`config.mk`:
```
export PLATFORM = sky130hd
export DESIGN_NAME = comb_vector_sequencer
export DESIGN_NICKNAME = d
export VERILOG_FILES = /design/src/rtl/comb_vector_sequencer.sv
export SDC_FILE = /design/constraint.sdc
export NUM_CORES = 1
export LEC_CHECK = 0
export ABC_AREA = 1
export CAP_MARGIN = 20
export CORE_AREA = 3 3 43 45
export CTS_CLUSTER_SIZE = 14
export DETAILED_ROUTE_END_ITERATION = 10
export DIE_AREA = 0 0 46 48
export GPL_TIMING_DRIVEN = 0
export PLACE_DENSITY_LB_ADDON = 0.05
export SYNTH_ARGS = -nofsm -noshare
export SYNTH_HDL_FRONTEND = slang
export SYNTH_SLANG_ARGS = --single-unit
```
`constraint.sdc`:
```
create_clock -name CLK -period 2.29 [get_ports CLK]
set_clock_uncertainty 0.05 [all_clocks]
set_input_delay 0.3435 -clock CLK [delete_from_list [all_inputs] [get_ports CLK]]
set_output_delay 0.3435 -clock CLK [all_outputs]
set_load 0.02 [all_outputs]
```
`src/rtl/comb_vector_sequencer.sv`:
```
// Clocked stimulus/checker for small combinational blocks: walks every input
// vector in ascending order, holds each for HOLD clocks and checks the output.
module comb_vector_sequencer #(
   parameter int                  N_IN  = 2,
   parameter int                  HOLD  = 4,
   parameter logic [2**N_IN-1:0]  TRUTH = 4'b1000
) (
   input  logic              CLK,
   input  logic              RST,
   input  logic              START,
   input  logic              ABORT,
   output logic [N_IN-1:0]   VEC,
   output logic              VEC_VALID,
   input  logic              C_IN,
   output logic              BUSY,
   output logic              DONE,
   output logic              PASS,
   output logic [N_IN:0]     ERR_COUNT,
   output logic [N_IN-1:0]   FIRST_FAIL,
   output logic              FAIL_SEEN
);

   localparam int              HCW       = (HOLD > 1) ? $clog2(HOLD) : 1;
   localparam logic [HCW-1:0]  HOLD_LAST = HCW'(HOLD - 1);
   localparam logic [N_IN-1:0] VEC_LAST  = '1;

   typedef enum logic {IDLE, DRIVE} state_t;

   state_t            state_q;
   logic [HCW-1:0]    hold_q;
   logic [N_IN-1:0]   vec_q;
   logic              valid_q;
   logic              busy_q;
   logic              done_q;
   logic              pass_q;
   logic [N_IN:0]     err_q;
   logic [N_IN-1:0]   first_q;
   logic              seen_q;

   logic              sample_edge;
   logic              mismatch;
   logic [N_IN:0]     err_d;

   // C_IN is only trusted on the last hold cycle, once the block has settled.
   always_comb begin
      sample_edge = (state_q == DRIVE) && (hold_q == HOLD_LAST);
      mismatch    = sample_edge && (C_IN != TRUTH[vec_q]);
      err_d       = err_q + {{N_IN{1'b0}}, mismatch};
   end

   always_ff @(posedge CLK) begin
      if (RST) begin
         state_q <= IDLE;
         hold_q  <= '0;
         vec_q   <= '0;
         valid_q <= 1'b0;
         busy_q  <= 1'b0;
         done_q  <= 1'b0;
         pass_q  <= 1'b0;
         err_q   <= '0;
         first_q <= '0;
         seen_q  <= 1'b0;
      end else begin
         done_q <= 1'b0;
         case (state_q)
            IDLE: begin
               if (START && !ABORT) begin
                  state_q <= DRIVE;
                  hold_q  <= '0;
                  vec_q   <= '0;
                  valid_q <= 1'b1;
                  busy_q  <= 1'b1;
                  pass_q  <= 1'b0;
                  err_q   <= '0;
                  first_q <= '0;
                  seen_q  <= 1'b0;
               end
            end
            DRIVE: begin
               // Abort beats the final sample: partial results are kept, no DONE.
               if (ABORT) begin
                  state_q <= IDLE;
                  hold_q  <= '0;
                  vec_q   <= '0;
                  valid_q <= 1'b0;
                  busy_q  <= 1'b0;
                  pass_q  <= 1'b0;
               end else if (sample_edge) begin
                  err_q  <= err_d;
                  hold_q <= '0;
                  if (mismatch && !seen_q) begin
                     first_q <= vec_q;
                     seen_q  <= 1'b1;
                  end
                  if (vec_q == VEC_LAST) begin
                     state_q <= IDLE;
                     vec_q   <= '0;
                     valid_q <= 1'b0;
                     busy_q  <= 1'b0;
                     done_q  <= 1'b1;
                     pass_q  <= (err_d == '0);
                  end else begin
                     vec_q <= vec_q + N_IN'(1);
                  end
               end else begin
                  hold_q <= hold_q + HCW'(1);
               end
            end
            default: state_q <= IDLE;
         endcase
      end
   end

   assign VEC        = vec_q;
   assign VEC_VALID  = valid_q;
   assign BUSY       = busy_q;
   assign DONE       = done_q;
   assign PASS       = pass_q;
   assign ERR_COUNT  = err_q;
   assign FIRST_FAIL = first_q;
   assign FAIL_SEEN  = seen_q;

endmodule

```
==> summary.md <==
| Metric | Value |
|---|---|
| Post-synthesis sequential area ratio | 0.397 |
| Fill cell count | 150 |
| CTS tree | done |
| CP Max Fanout | 5 |
| Via count | 625 |
| Die area | 2210 µm² |
| Setup tns final | 0 ns |
| Gr ovfl total | 0 |
| Final Hold Fails | 0 |
| GRT Util Overall | 0.162 |
| CP Launch Type | flip-flop |
| Syn avg cell area | 7.93 µm² |
| Top-area cell type share of the netlist area | 0.397 |
| Routed len/inst | 11.7 µm |
| Worst slew pin tran | 0.529 ns |
| FF-to-FF Start | VEC[0] |
| Final period utilization | 0.862 |
| Synth Flop Type | dfxtp_1 |
| Setup WS pre-CTS | 0.204 ns |
| Std-Cell Rows | 14 |
| Critical path endpoint category | flip-flop |
| Required time worst endpoint | 2.46 ns |
| Final setup violation count | 0 |
| Min Clock Period, post-route | 1.97 ns |
| Setup bufs post-CTS | 0 |
| Flop2flop setup slack | 0.32 ns |
| Cells after Synth | 89 |
| Layout cells sized above 1 | 0.220 |
| Vias in the first global route | 584 |
| R2R cell count | 10 |
| Worst Hold Class | reg -> reg |
| Worst r2r dst | PASS |
| Crit path capture | PASS |
| Antenna Cells | 0 |
| Num CTS Buffers | 3 |
| Die Y | 48 µm |
| Final Wtd Congestion | 0.793 |
| Most frequent cell after synthesis | dfxtp_1 |
| Final nets | 119 |
| Storage cell area | 280 µm² |
| Initial Util | 0.468 |
| Clock latency on the worst-skew pair | 0.28 ns |
| DRT Wirelength | 1470 µm |
| Io pins | 17 |
| Clk sink count | 14 |
| Yosys cell types | 23 |
| Hold_buf cts | 0 |
| Via density | 5.00 |
| DRC Markers | 0 |
| Multi-input gate area | 368 µm² |
| Synth area leaders | dfxtp_1 40%, ha_1 7.1%, nand2_1 6.9% |
| Die X | 46 µm |
| Worst VDD drop | 0.305 mV |
| Peak Freq | 0.507 GHz |
| Yosys warning count | 0 |
| Worst-path clk slew | 0.09 ns |
| Bufs on Longest Clock Path | 2 |
| Arrival time at the worst endpoint | 2.14 ns |
| Pwr/cell area | 529 nW/µm² |
| Hold_ws | 0.421 ns |
| Root Buffer Master | clkbuf_4 |
| Area delta synth->final | 30.7% |
| Htree depth | 1 |
| Synth Register Bits | 14 |
| Initial antenna violation count | 0 |
| Post-synth EDFFs | 0 |
| Post-synth net total | 98 |
| Core Area | 1510 µm² |
| Post-synth ARST share | 0 |
| Final ANT Viol Nets | 0 |
| Crit Path Category | reg -> reg |
| RSZ-0062 raised after global routing | false |
| Critical Path Source | VEC[0] |
| Synth cell count leaders | 14 x dfxtp_1, 13 x nand2_1, 9 x a21oi_1, 9 x nand3_1, 7 x inv_1 |
| Post-DP HPWL | 1150 µm |
| Max-Cap Viols | 0 |
| Initial drt markers | 2 |
| Largest net degree at the start of global routing | 11 |
| Post-cts repair resize count | 0 |
| Leading area contributor after synthesis | dfxtp_1 |
| Status | completed |
| Input/output buffers | 16 |
| Post-Syn Area | 706 µm² |
| Final Max Slew Viols | 0 |
| P_leak | 0.362 nW |
| Detailed Routing Iterations Pass 1 | 4 |
| First-pass GRT wire length | 2530 µm |
| Setup ws final | 0.317 ns |
| Rel. slew slack | 0.647 |
## metrics by stage
stage	utilization	instances	area (µm²)	total power [W]
2_1_floorplan	-	89	706	0.000291
3_3_place_gp	0.588	121	886	0.000314
3_5_place_dp	0.588	121	886	0.000315
4_1_cts	0.612	125	922	0.000496
5_1_grt	0.612	125	922	0.000516
6_report	0.612	125	922	0.000487
## critical path: stages, from the launching register on
cell and delay [ns]:
dfxtp_1 0.42, ha_1 0.29, nand2_1 0.11, nand2_2 0.10, nor2_4 0.04, ha_1 0.19, ha_1 0.20, xor2_1 0.16
nor3_1 0.17, a21oi_1 0.10, nor2_1 0.09
## routing by layer
metal  global-route usage  vias to the layer above  share of wire
met3               0.0489                        2          0.044
met1                0.210                      276           0.47
met2                0.239                       10           0.47
li1                     -                      337              -
met5                    0                        -              0
met4               0.0852                        0          0.011
## state kept, by name, indices dropped and copies added (netlist names)
register / flops
ERR_COUNT: 3
FIRST_FAIL: 2
VEC: 2
hold_q: 2
BUSY: 1
DONE: 1
FAIL_SEEN: 1
PASS: 1
state_q: 1
## cells by family (layout without fill, tap and decap cells)
group                    count (synthesis)  count (layout)  synth area share
AO/OA/AOI/OAI                           18              18             0.163
XOR/XNOR                                 1               1            0.0124
adder cells (fa/ha/maj)                  4               4            0.0709
buffers and inverters                   14              34            0.0816
flip-flops                              14              14             0.397
AND/OR/NAND/NOR                         38              38             0.275
## area by class of cell
class,count,area share
buffer,2,0.0122
sequential,14,0.304
inverter,12,0.0502
multi-input combinational,61,0.399
clock buffer,4,0.0393
timing repair buffer,16,0.174
tap,16,0.0217
## placed cells by master (no fill, tap or decap), drive strengths merged, types with 4 or more instances in the layout
master,synthesis,final
nand2,17,17
clkbuf,0,4
ha,4,4
inv,11,11
dfxtp,14,14
o21ai,4,4
clkdlybuf4s50,0,16
a21oi,13,13
nor2,5,5
nand3,10,10
## worst min path at each step
stage / end / startpoint / slack, ns / cells after the start
final: FIRST_FAIL[0] / FIRST_FAIL[0] / 0.42 / 2
after floorplan: VEC[1] / RST / 0.36 / 1
after detailed placement: hold_q[0] / hold_q[0] / 0.41 / 1
after CTS: hold_q[0] / hold_q[0] / 0.42 / 1
after global routing: hold_q[0] / hold_q[0] / 0.45 / 1
after global placement: hold_q[0] / hold_q[0] / 0.39 / 1
## report_power, final
group / switching (W) / total [W] / internal, W / leakage [nW]
Combinational: 0.0000335 / 0.0000570 / 0.0000235 / 0.228
Sequential: 0.00000370 / 0.000252 / 0.000248 / 0.113
Clock: 0.0000821 / 0.000179 / 0.0000966 / 0.0210
No activity file was read; power rests on OpenSTA's default activity.
